$ cat config.mk
export PLATFORM = sky130hd
export DESIGN_NAME = turn_scheduler
export DESIGN_NICKNAME = d
export VERILOG_FILES = /design/src/rtl/turn_pkg.sv /design/src/rtl/turn_scheduler_seat_step.sv /design/src/rtl/turn_scheduler.sv
export SDC_FILE = /design/constraint.sdc
export NUM_CORES = 1
export LEC_CHECK = 0
export CAP_MARGIN = 20
export CORE_MARGIN = 10
export CORE_UTILIZATION = 45
export DETAILED_ROUTE_END_ITERATION = 8
export PLACE_DENSITY_LB_ADDON = 0.05
export SETUP_SLACK_MARGIN = 0.5
export SYNTH_ARGS = -nofsm -noshare
export SYNTH_HDL_FRONTEND = slang
export SYNTH_SLANG_ARGS = --single-unit
$ cat constraint.sdc
create_clock -name clk -period 3.31 [get_ports clk]
set_input_delay 0.8275 -clock clk [delete_from_list [all_inputs] [get_ports clk]]
set_output_delay 0.8275 -clock clk [all_outputs]
set_load 0.1 [all_outputs]
$ cat src/rtl/turn_pkg.sv
// Shared types and constants for the board-game turn sequencer.
package turn_pkg;
    typedef enum logic [1:0] {IDLE, SEEK, READY, DONE} state_t;

    localparam logic DIR_FWD = 1'b0;
    localparam logic DIR_REV = 1'b1;
    localparam int   ROUND_W = 8;
endpackage

$ cat src/rtl/turn_scheduler_seat_step.sv
// Modular seat stepping: next seat in the given direction plus a wrap-around flag.
module seat_step
    import turn_pkg::*;
#(
    parameter int  MAX_PLAYERS = 4,
    localparam int PW          = $clog2(MAX_PLAYERS)
) (
    input  logic [PW-1:0] index,
    input  logic [PW:0]   count,
    input  logic          dir,
    output logic [PW-1:0] next_index,
    output logic          wrap
);
    logic [PW:0] last;

    assign last = count - 1'b1;

    always_comb begin
        next_index = '0;
        wrap       = 1'b0;
        if (dir == DIR_FWD) begin
            if ({1'b0, index} == last) wrap = 1'b1;
            else                       next_index = index + 1'b1;
        end else begin
            if (index == '0) begin
                next_index = last[PW-1:0];
                wrap       = 1'b1;
            end else begin
                next_index = index - 1'b1;
            end
        end
    end
endmodule

$ cat src/rtl/turn_scheduler.sv
// Turn sequencer: rotates through seated players, skipping eliminated seats,
// with direction reversal, round counting and end-of-game detection.
module turn_scheduler
    import turn_pkg::*;
#(
    parameter int  MAX_PLAYERS = 4,
    localparam int PW          = $clog2(MAX_PLAYERS)
) (
    input  logic                   clk,
    input  logic                   rst,
    input  logic                   start,
    input  logic [PW:0]            player_cnt,
    input  logic                   advance,
    input  logic                   reverse,
    input  logic [MAX_PLAYERS-1:0] out_mask,
    output logic [PW-1:0]          cur_player,
    output logic [ROUND_W-1:0]     round_cnt,
    output logic                   dir,
    output logic                   turn_valid,
    output logic                   busy,
    output logic                   sole_player,
    output logic                   all_out,
    output logic                   cfg_err
);
    localparam logic [PW:0] MIN_CNT = (PW+1)'(2);
    localparam logic [PW:0] MAX_CNT = (PW+1)'(MAX_PLAYERS);

    state_t        state;
    logic [PW:0]   cnt;
    logic [PW:0]   probe;
    logic [PW-1:0] cand;
    logic [PW-1:0] step_in;
    logic [PW-1:0] step_next;
    logic          step_wrap;
    logic          advance_d;
    logic          rev_pend;
    logic          start_mode;
    logic          wrapped;
    logic          adv_edge;
    logic          cnt_ok;

    assign adv_edge = advance & ~advance_d;
    assign cnt_ok   = (player_cnt >= MIN_CNT) && (player_cnt <= MAX_CNT);
    assign busy     = (state == SEEK);
    // READY steps from the committed seat, SEEK from the seat just probed.
    assign step_in  = (state == SEEK) ? cand : cur_player;

    seat_step #(.MAX_PLAYERS(MAX_PLAYERS)) u_step (
        .index      (step_in),
        .count      (cnt),
        .dir        (dir),
        .next_index (step_next),
        .wrap       (step_wrap)
    );

    always_ff @(posedge clk or posedge rst) begin
        if (rst) begin
            state       <= IDLE;
            cur_player  <= '0;
            round_cnt   <= '0;
            dir         <= DIR_FWD;
            turn_valid  <= 1'b0;
            sole_player <= 1'b0;
            all_out     <= 1'b0;
            cfg_err     <= 1'b0;
            advance_d   <= 1'b0;
            rev_pend    <= 1'b0;
            cnt         <= '0;
            probe       <= '0;
            cand        <= '0;
            start_mode  <= 1'b0;
            wrapped     <= 1'b0;
        end else begin
            advance_d  <= advance;
            turn_valid <= 1'b0;
            cfg_err    <= 1'b0;
            if (start) begin
                if (!cnt_ok) begin
                    cfg_err <= 1'b1;
                    state   <= IDLE;
                end else begin
                    cnt         <= player_cnt;
                    round_cnt   <= '0;
                    dir         <= DIR_FWD;
                    sole_player <= 1'b0;
                    all_out     <= 1'b0;
                    rev_pend    <= 1'b0;
                    cand        <= '0;
                    probe       <= '0;
                    start_mode  <= 1'b1;
                    wrapped     <= 1'b0;
                    state       <= SEEK;
                end
            end else begin
                case (state)
                    READY: begin
                        if (reverse) dir <= ~dir;
                        if (adv_edge) begin
                            cand       <= step_next;
                            probe      <= '0;
                            wrapped    <= step_wrap;
                            start_mode <= 1'b0;
                            state      <= SEEK;
                        end
                    end
                    SEEK: begin
                        if (!out_mask[cand]) begin
                            cur_player <= cand;
                            turn_valid <= 1'b1;
                            dir        <= dir ^ (rev_pend | reverse);
                            rev_pend   <= 1'b0;
                            if (!start_mode && wrapped && round_cnt != '1)
                                round_cnt <= round_cnt + ROUND_W'(1);
                            // Search came all the way back round: everyone else is out.
                            if (!start_mode && cand == cur_player) begin
                                sole_player <= 1'b1;
                                state       <= DONE;
                            end else begin
                                state <= READY;
                            end
                        end else if (probe == cnt - 1'b1) begin
                            all_out  <= 1'b1;
                            dir      <= dir ^ (rev_pend | reverse);
                            rev_pend <= 1'b0;
                            state    <= DONE;
                        end else begin
                            cand    <= step_next;
                            probe   <= probe + 1'b1;
                            wrapped <= wrapped | step_wrap;
                            if (reverse) rev_pend <= 1'b1;
                        end
                    end
                    default: ;
                endcase
            end
        end
    end
endmodule

# [After elaboration in Yosys (flattened, before gate mapping)]
# Cells that the tools add are included.
[totals] output_inout_bits=16 regBits=29 wordCells=135 inputBits=12
[classes] n_reduce_logical=24 bitwise=8 order_cmp=3 n_mux=66 addsub=5 n_eq_ne=14
[op_table] operator="$mux 8" count=5
[op_table] operator="$mux 1" count=37
[op_table] operator="$mux 2" count=13
[op_table] operator="$reduce_and 4->1" count=4
[op_table] operator="$mux 3" count=5
[op_table] operator="$reduce_bool 2->1" count=7
[op_table] operator="$reduce_and 3->1" count=4
[op_table] operator="$ne 3x3->1 const B" count=3
[op_table] operator="$add 8x1->8 const B" count=1
[op_table] operator="$ne 4x3->1 const B" count=2
[op_table] operator="$ne 8x8->1 const B" count=1
[op_table] operator="$pmux 2 s2" count=2
[op_table] operator="$pmux 3 s2" count=1
[op_table] operator="$reduce_and 5->1" count=1
[op_table] operator="$logic_and 1x1->1" count=4
[op_table] operator="$not 1->1" count=4
[op_table] operator="$pmux 1 s2" count=2
[op_table] operator="$add 3x1->3 const B" count=1
[op_table] operator="$eq 2x3->1" count=1
[op_table] operator="$eq 3x3->1" count=1
[op_table] operator="$ge 3x2->1 const B" count=1
[op_table] operator="$le 3x3->1 const B" count=1
[op_table] operator="$lt 2x3->1 const B" count=1
[op_table] operator="$ne 3x2->1 const B" count=1
[op_table] operator="16 further kinds" count=17

# [Longest topological paths before layout]
# Gate-level depths: netlist (run 1).
[logic_depth] depth_word=10 ltp_mapped=9 depth_no_buf=9

# [Cells and area by module]
# From an unflattened synthesis (run 1), not the netlist that was laid out.
[hier_totals] hier_cells=179 area_unflattened_um2=1735.4
[modules_own_cells] module="turn_scheduler" cells_each=160 seq_area_each_um2=725.7 area_each_um2=1592.8 n_inst=1
[modules_own_cells] module="seat_step" cells_each=19 seq_area_each_um2=0.0 area_each_um2=142.6 n_inst=1

# [Least setup slack after synthesis (run 1)]
# No wires, ideal clock.
[synth_path] path_kind="reg-to-reg" startpoint="register state[1]" endpoint="register cand[1]" stages_incl_launch_ff=10 setup_time_ps=122 arrival_time_ps=2706 slack_ps=482 path_buffers=0 required_time_ps=3188 period_less_slack_ps=2828 cell_sequence="dfrtp_1 > nand2b_1 > clkinv_1 > mux2i_1 > inv_1 > ha_1 > nor2_1 > a21oi_1 > mux2_2 > a32o_1"
[synth_between] elab_chain_cells=9 elab_cells_between_ends=20 classes_between="add/sub (2); eq/ne (6); mux (9); reduce/logical (3)"
[synth_lines] item="start: declaration" line_no="turn_scheduler.sv:28" source="state_t state;"
[synth_lines] item="start signal: assignment" line_no="turn_scheduler.sv:58" source="state <= IDLE;"
[synth_lines] item="start signal: assignment" line_no="turn_scheduler.sv:80" source="state <= IDLE;"
[synth_lines] item="start signal: assignment" line_no="turn_scheduler.sv:92" source="state <= SEEK;"
[synth_lines] item="$eq 2x1->1 *"
[synth_lines] item="via busy" line_no="turn_scheduler.sv:20" source="output logic busy,"
[synth_lines] item="$mux 2" line_no="turn_scheduler.sv:46" source="assign step_in = (state == SEEK) ? cand : cur_player;"
[synth_lines] item="$add 2x1->2 (tied with other cells)" line_no="turn_scheduler_seat_step.sv:23" source="else next_index = index + 1'b1;"
[synth_lines] item="$mux 2, on equally long branches" line_no="turn_scheduler_seat_step.sv:22, turn_scheduler_seat_step.sv:25"
[synth_lines] item="$mux 2" line_no="turn_scheduler_seat_step.sv:21" source="if (dir == DIR_FWD) begin"
[synth_lines] item="$mux 2" line_no="turn_scheduler.sv:121" source="end else if (probe == cnt - 1'b1) begin"
[synth_lines] item="$mux 2" line_no="turn_scheduler.sv:107" source="if (!out_mask[cand]) begin"
[synth_lines] item="$pmux 2 s2" line_no="turn_scheduler.sv:95" source="case (state)"
[synth_lines] item="$mux 2" line_no="turn_scheduler.sv:77" source="if (start) begin"
[synth_lines] item="end signal: assignment" line_no="turn_scheduler.sv:99" source="cand <= step_next;"
[synth_lines] item="end signal: assignment" line_no="turn_scheduler.sv:127" source="cand <= step_next;"
[synth_lines] item="end: declaration" line_no="turn_scheduler.sv:31" source="logic [PW-1:0] cand;"
# The timed path passes the listed nets; every way through them passes the cells marked *. The select of a mux whose other input is x is not followed.
# A chain may end at the register's enable or synchronous reset.

# [Worst setup path in the final report (run 1)]
[layout_path] startpoint="input port out_mask[3]" endpoint="register round_cnt[0]"
[layout_between] elab_chain_cells=4
[layout_lines] item="start: declaration" line_no="turn_scheduler.sv:15" source="input logic [MAX_PLAYERS-1:0] out_mask,"
[layout_lines] item="$bmux 1 s2" line_no="turn_scheduler.sv:107"
[layout_lines] item="$mux 1 (not written as such)" line_no="turn_scheduler.sv:107"
[layout_lines] item="$ne 2x2->1 (no source line)"
[layout_lines] item="$reduce_and 4->1 (no source line)"
[layout_lines] item="end signal: assignment" line_no="turn_scheduler.sv:113" source="round_cnt <= round_cnt + ROUND_W'(1);"
[layout_lines] item="end: declaration" line_no="turn_scheduler.sv:17" source="output logic [ROUND_W-1:0] round_cnt,"
# Every way passes these cells. The select of a mux whose other input is x is not followed.

==> tab_implementation.tex, run 1 <==
\begin{tabular}{lr}
\hline
Metric & Value \\
\hline
\multicolumn{2}{l}{\textbf{Run status}} \\
Status & finished clean \\
\multicolumn{2}{l}{\textbf{Placed design}} \\
Number of instances in the placed design & 232 \\
Detail Placement HPWL & 2870 microns \\
Placed cell area & 0.00193 sq mm \\
Final estimated routing congestion in global placement & 0.868 \\
Worst setup slack after placement & 0.369 ns \\
Port Buffer Count & 27 \\
\multicolumn{2}{l}{\textbf{Setup path}} \\
Class of the most critical setup path & in -> reg \\
Maximum fanout along the worst path & 9 \\
Register-to-register setup slack & approximately 1 ns \\
CP endpoint kind & flip-flop \\
Critical path startpoint category & input port \\
Depth of the worst register-to-register path & 9 \\
Arrival time worst endpoint & 2.83 ns \\
WP buf/inv & 1 \\
Dominant delay contributor by cell family on the critical path & multiplexers \\
RR Endpoint & cand[1] \\
Data required time at the worst endpoint & 3.47 ns \\
Startpoint of the lowest-slack register-to-register path & state[1] \\
Series of cell instances along the critical path & clkdlybuf4s50\_1, mux4\_2, a2111oi\_4, nor2\_1, mux2\_1 \\
Critical-path top delay cell & mux4\_2 \\
Max incr delay on CP & 0.59 ns \\
\multicolumn{2}{l}{\textbf{Finish}} \\
Fin area & 0.00203 sq mm \\
Multi-input logic area & between 800 and 900 sq um \\
Layout fillers & between 300 and 400 \\
Area delta synth->final & 23.5\% \\
Nets@finish & 210 \\
\# diodes & 0 \\
Highest-count cells in the layout ignoring fill and taps & dfrtp\_1 (29), buf\_4 (19), nor2\_1 (16), nand2\_1 (14), clkdlybuf4s50\_1 (11) \\
Fraction of layout instances using a drive strength above 1 & between 20\% and 30\% \\
Most common cell after layout, fill and taps aside & dfrtp\_1 \\
Sequential Area & about 730 sq um \\
Number of standard cells in the layout, taps in and fillers out & 240 \\
\multicolumn{2}{l}{\textbf{Routing}} \\
Via count normalized by instance count & 5.25 \\
Count of unresolved DRC violations after routing & 0 \\
Total iterations of the first detailed-routing run & 4 \\
Iteration-0 DRC Markers & 73 \\
Overall routed net length & 3700 microns \\
Vias & around 1,300 \\
Average wire per cell in the routed design & 15.4 microns \\
Number of nets with antenna violations after detailed routing & 0 \\
\multicolumn{2}{l}{\textbf{Clock network}} \\
Cts bufs inserted & 5 \\
Clock network latency to the later pin of the worst-skew pair & 0.27 ns \\
Hold-fix buffer count after cts & 0 \\
Number of gates given a new drive strength after cts & 0 \\
Setup Fix Bufs, Post-CTS & 0 \\
Clock tree from TritonCTS & done \\
Maximum level of the CTS H-tree & 2 \\
Clk slew on worst S/H paths & 0.06 ns \\
Clock root cell & clkbuf\_8 \\
Number of clock sinks & 29 \\
Maximum number of buffers from clock root to sink & 2 \\
\multicolumn{2}{l}{\textbf{Yosys}} \\
EDFF count, synth & 0 \\
Synth Warn \# & 0 \\
Cell area after synthesis & 0.00164 sq mm \\
Number of instances in the synthesized netlist & 161 \\
Post-synthesis sequential area ratio & between 40\% and 50\% \\
Number of register bits inferred by synthesis & 29 \\
Count of unique library cells instantiated by Yosys & 48 \\
Fraction of registers with async set or reset after synthesis & 100\% \\
Synthesized Nets & 178 \\
Most used DFF post-synth & dfrtp\_1 \\
Post-Synthesis Mean Instance Area & 10.2 sq um \\
\multicolumn{2}{l}{\textbf{Die}} \\
Full die area & 0.00646 sq mm \\
Width of the die & 80.4 microns \\
Placement Rows & 21 \\
Io pins & 28 \\
Vertical die dimension & 80.4 microns \\
Core area & approximately 0.0034 sq mm \\
Effective utilization at floorplan & 47.7\% \\
\multicolumn{2}{l}{\textbf{Pwr}} \\
Leak Pwr & 0.975 nW \\
Power density normalized to cell area & 725 mW/mm\^{}2 \\
Maximum ir drop on the vdd rail & $\sim$0.00049 V \\
Total Power Consumption & 1.47 mW \\
\multicolumn{2}{l}{\textbf{GRT}} \\
Overall global routing resource usage & 12.3\% \\
Initial antenna violation count & 0 \\
Number of global-route vias before repair & about 1,300 \\
Total grt overflow & 0 \\
Pin count of the biggest net entering global routing & 30 \\
First-pass GRT wire length & 6350 microns \\
\multicolumn{2}{l}{\textbf{Run}} \\
Max Cap Violations & 0 \\
\multicolumn{2}{l}{\textbf{Timing}} \\
Post-layout worst setup margin & around 0.63 ns \\
Post-route minimum period & 2.68 ns \\
Number of max-slew violations in the final report & 0 \\
Final total negative setup slack & 0 ns \\
Achievable clock frequency & 373 MHz \\
Setup repair after global routing missed its margin & no \\
Number of failing setup endpoints in the final timing report & 0 \\
Final Cycle Share & 80.9\% \\
Clock tree skew after final layout & 0.00378 ns \\
Slew @ Worst Pin & $\sim$0.54 ns \\
Final Hold Fails & 0 \\
Relative slew slack & 63.9\% \\
\multicolumn{2}{l}{\textbf{Worst hold path}} \\
Worst min path class & reg -> reg \\
Cell count of the worst hold path & 1 \\
Hold endpoint & all\_out \\
Launch point of the worst hold path & all\_out \\
\hline
\end{tabular}
-- cell usage after synthesis, drive strengths merged, types with 3 or more instances --
cell type,instances,area (sq um)
nor2,20,85.1
a32o,3,30.0
mux2,3,33.8
clkbuf,3,11.3
inv,6,22.5
nand4,4,25.0
mux2i,4,40.0
a21oi,4,20.0
and3,4,26.3
nand2,14,52.6
xnor2,5,43.8
nand2b,4,25.0
xor2,9,78.8
dfrtp,29,726
ha,5,62.6
o21ai,9,45.0
-- how the worst max path moves through the flow --
| stage | start | endpoint | slack (ns) | depth (start not counted) |
|---|---|---|---|---|
| final | out_mask[3] | round_cnt[0] | 0.63 | 5 |
| after global routing | out_mask[2] | round_cnt[0] | 0.56 | 5 |
| after CTS | out_mask[3] | round_cnt[0] | 0.65 | 5 |
| after detailed placement | out_mask[3] | round_cnt[0] | 0.37 | 5 |
| after global placement | out_mask[3] | round_cnt[4] | 0.48 | 6 |
| after floorplan | start | round_cnt[4] | 0.82 | 7 |
-- metrics by stage --
step / hold WS, ns / utilization, %
after global routing: 0.527 / 58.9
after floorplan: 0.475 / -
final: 0.514 / 58.9
after CTS: 0.516 / 58.9
after detailed placement: 0.499 / 55.9
after global placement: 0.485 / 55.9
-- cells by family (layout without fill, tap and decap cells) --
kind of cell | count (synthesis) | in the layout | synth area share [%]
DFF | 29 | 29 | 44.2
and+or+nand+nor | 62 | 62 | 20.0
buffers and inverters | 12 | 45 | 3.28
adders and majority gates | 5 | 5 | 3.81
muxes | 8 | 8 | 5.87
xor gates and xnor gates | 15 | 15 | 8.92
AOI/OAI and AO/OA | 30 | 30 | 13.9
-- final cells by class --
| type | instances | share of cell area, % |
|---|---|---|
| Clock buffer | 7 | 4.75 |
| Clock inverter | 1 | 0.247 |
| Inverter | 7 | 1.36 |
| Multi-Input combinational cell | 120 | 42.5 |
| Sequential cell | 29 | 35.8 |
| Tap cell | 46 | 2.84 |
| Timing Repair Buffer | 30 | 12.5 |
-- where the power goes --
group | leakage (nW) | internal (mW) | switching (mW) | total [mW]
combinational | 0.538 | 0.222 | 0.432 | 0.654
clock | 0.0542 | 0.188 | 0.133 | 0.320
sequential | 0.382 | 0.420 | 0.0751 | 0.495
total | 0.975 | 0.829 | 0.640 | 1.47
-- worst register-to-register path, delay by kind of cell (launching register included) --
family	cells	cell delay, ns
simple gates	2	0.34
buf+inv	2	0.23
mux	2	0.66
flops	1	0.42
compound gates	2	0.30
fa+ha+maj	1	0.21
-- metal layers --
metal  up-vias  track usage (%)  part of all wire, %
li1        628                -                    -
met1       602             14.7                   44
met2        26             19.9                   49
met3         4             3.79                  5.7
met4         0             4.93                  1.2
met5         -                0                    0
-- state kept, by name, indices dropped and copies added (netlist names) --
signal,flops
cnt,3
advance_d,1
wrapped,1
all_out,1
turn_valid,1
cur_player,2
round_cnt,8
cand,2
dir,1
state,2
probe,3
rev_pend,1
sole_player,1
cfg_err,1
start_mode,1
(Power assumes the default switching activity.)
==> run 2, diff against run 1 <==
Clock period 3.31 ns to 2.6 ns, I/O delays scaled along.
==> tab_implementation.tex, run 2 (synthesis results as in run 1) <==
\begin{tabular}{lr}
\hline
Metric & Value \\
\hline
\multicolumn{2}{l}{\textbf{Run status}} \\
Status & finished clean \\
\multicolumn{2}{l}{\textbf{Die}} \\
Core area & between 0.003 and 0.004 sq mm \\
Effective utilization at floorplan & 47.7\% \\
Width of the die & 80.4 microns \\
Full die area & 0.00646 sq mm \\
Vertical die dimension & 80.4 microns \\
Placement Rows & 21 \\
Io pins & 28 \\
\multicolumn{2}{l}{\textbf{Worst hold path}} \\
Launch point of the worst hold path & sole\_player \\
Worst min path class & reg -> reg \\
\multicolumn{2}{l}{\textbf{Routing}} \\
Via count normalized by instance count & $\sim$5.3 \\
Average wire per cell in the routed design & 15.0 microns \\
Overall routed net length & $\sim$3800 microns \\
Top layer reached by signal wires & met4 \\
Number of nets with antenna violations after detailed routing & 0 \\
Count of unresolved DRC violations after routing & 0 \\
Met3 wire len & 305 microns \\
Met1 Wirelength & 1630 microns \\
Total iterations of the first detailed-routing run & 4 \\
Iteration-0 DRC Markers & 76 \\
Total met2 wirelength after detailed routing & roughly 1800 microns \\
Vias & between 1,000 and 1,500 \\
\multicolumn{2}{l}{\textbf{Clock network}} \\
Number of clock sinks & 29 \\
Clock tree from TritonCTS & done \\
Clock root cell & clkbuf\_8 \\
Clock network latency to the later pin of the worst-skew pair & 0.28 ns \\
Maximum number of buffers from clock root to sink & 2 \\
Maximum level of the CTS H-tree & 2 \\
Clk slew on worst S/H paths & $\sim$0.06 ns \\
Cts bufs inserted & 5 \\
\multicolumn{2}{l}{\textbf{Pwr}} \\
Maximum ir drop on the vdd rail & 0.000559 V \\
Leak Pwr & 1.07 nW \\
Power density normalized to cell area & just over 900 mW/mm\^{}2 \\
\multicolumn{2}{l}{\textbf{Timing}} \\
Slew @ Worst Pin & 0.450 ns \\
Setup repair after global routing missed its margin & yes \\
Final total negative setup slack & 0 ns \\
Final hold slack & 0.513 ns \\
Number of max-slew violations in the final report & 0 \\
Post-layout worst setup margin & 0.529 ns \\
Final Cycle Share & between 70 and 80\% \\
Post-route minimum period & 2.07 ns \\
Relative slew slack & 69.7\% \\
Achievable clock frequency & 483 MHz \\
Clock tree skew after final layout & between 0.004 and 0.005 ns \\
Final Hold Fails & 0 \\
Number of failing setup endpoints in the final timing report & 0 \\
\multicolumn{2}{l}{\textbf{GRT}} \\
Pin count of the biggest net entering global routing & 30 \\
First-pass GRT wire length & 6470 microns \\
Number of global-route vias before repair & about 1,400 \\
Total grt overflow & 0 \\
Initial antenna violation count & 0 \\
Overall global routing resource usage & about an eighth \\
\multicolumn{2}{l}{\textbf{Setup path}} \\
Startpoint of the lowest-slack register-to-register path & state[1] \\
Series of cell instances along the critical path & dlygate4sd2\_1, mux4\_2, buf\_4, o31a\_4, nand2\_2, o21ai\_0, a32o\_1 \\
Class of the most critical setup path & in -> reg \\
Critical path startpoint category & input port \\
Critical-path top delay cell & mux4\_2 \\
Startpoint of the worst setup timing path & out\_mask[3] \\
Dominant delay contributor by cell family on the critical path & multiplexers \\
Maximum fanout along the worst path & 5 \\
Max incr delay on CP & 0.53 ns \\
Data required time at the worst endpoint & 2.76 ns \\
CP endpoint kind & flip-flop \\
Arrival time worst endpoint & 2.24 ns \\
WP buf/inv & 2 \\
\multicolumn{2}{l}{\textbf{Finish}} \\
Max FFs per register & 8 \\
Fin area & between 0.002 and 0.0025 sq mm \\
Fraction of layout instances using a drive strength above 1 & about a third \\
Top reg by flops & round\_cnt \\
Most common cell after layout, fill and taps aside & buf\_4 \\
Highest-count cells in the layout ignoring fill and taps & buf\_4 (34), dfrtp\_1 (24), nor2\_1 (15), nand2\_1 (13) \\
\# diodes & 0 \\
Top Registers & round\_cnt: 8 flops, cnt: 3 flops, probe: 3 flops \\
Nets@finish & 225 \\
Area delta synth->final & 34.8\% \\
\multicolumn{2}{l}{\textbf{Placed design}} \\
Worst setup slack after placement & approximately 0.011 ns \\
Placed cell area & 0.00200 sq mm \\
Port Buffer Count & 27 \\
Detail Placement HPWL & 2950 microns \\
Final estimated routing congestion in global placement & approximately 0.78 \\
\multicolumn{2}{l}{\textbf{Run}} \\
Max Cap Violations & 0 \\
\hline
\end{tabular}
[run 2: per-layer routing]
layer	vias up	track usage, %
met3	8	4.57
met4	0	5.81
met2	42	20.4
met1	645	15.2
met5	-	0
li1	663	-
[run 2: final cells by class]
type / count / area, sq um
Fill cell: 301 / 1230
Clock buffer: 7 / 96.3
Inverter: 7 / 31.3
Sequential cell: 29 / 732
Clock inverter: 1 / 5.00
Multi-Input combinational cell: 120 / 931
Tap cell: 46 / 57.6
Timing Repair Buffer: 45 / 359
[run 2: timing repair]
item,in CTS,in global routing
buffers inserted,2,4
hold buffers,0,0
endpoints found under the hold margin,0,0
endpoints found under the setup margin,14,9
gates resized for setup,20,4
pin swaps,6,2
[run 2: where the power goes]
part           total [mW]  switching, mW  internal, mW
sequential          0.644          0.106         0.537
clock               0.405          0.167         0.239
combinational       0.959          0.592         0.367
total                2.01          0.865          1.14
[run 2: tightest hold or removal path, cell delays in order, from the launching register on]
cell     delay, ns
dfrtp_1       0.36
a21oi_1       0.05
nor2_1        0.07
[run 2: per-stage QoR]
stage	utilization, %	power, mW	std cells
after floorplan	-	1.30	161
after global placement	58.2	1.49	241
after detailed placement	58.2	1.51	241
after CTS	63.2	1.99	251
after global routing	64.3	2.14	255
final	64.3	2.01	255
[run 2: final timing paths]
| path | cells after the start | end | slack (ns) |
|---|---|---|---|
| hold / removal | 2 | sole_player | 0.51 |
| setup reg to reg | 9 | cand[1] | 0.59 |
| max in group asynchronous | 3 | round_cnt[0] | 1.56 |
| setup / recovery | 7 | cand[0] | 0.53 |
| min in group asynchronous | 3 | sole_player | 0.74 |
| hold reg to reg | 2 | sole_player | 0.51 |
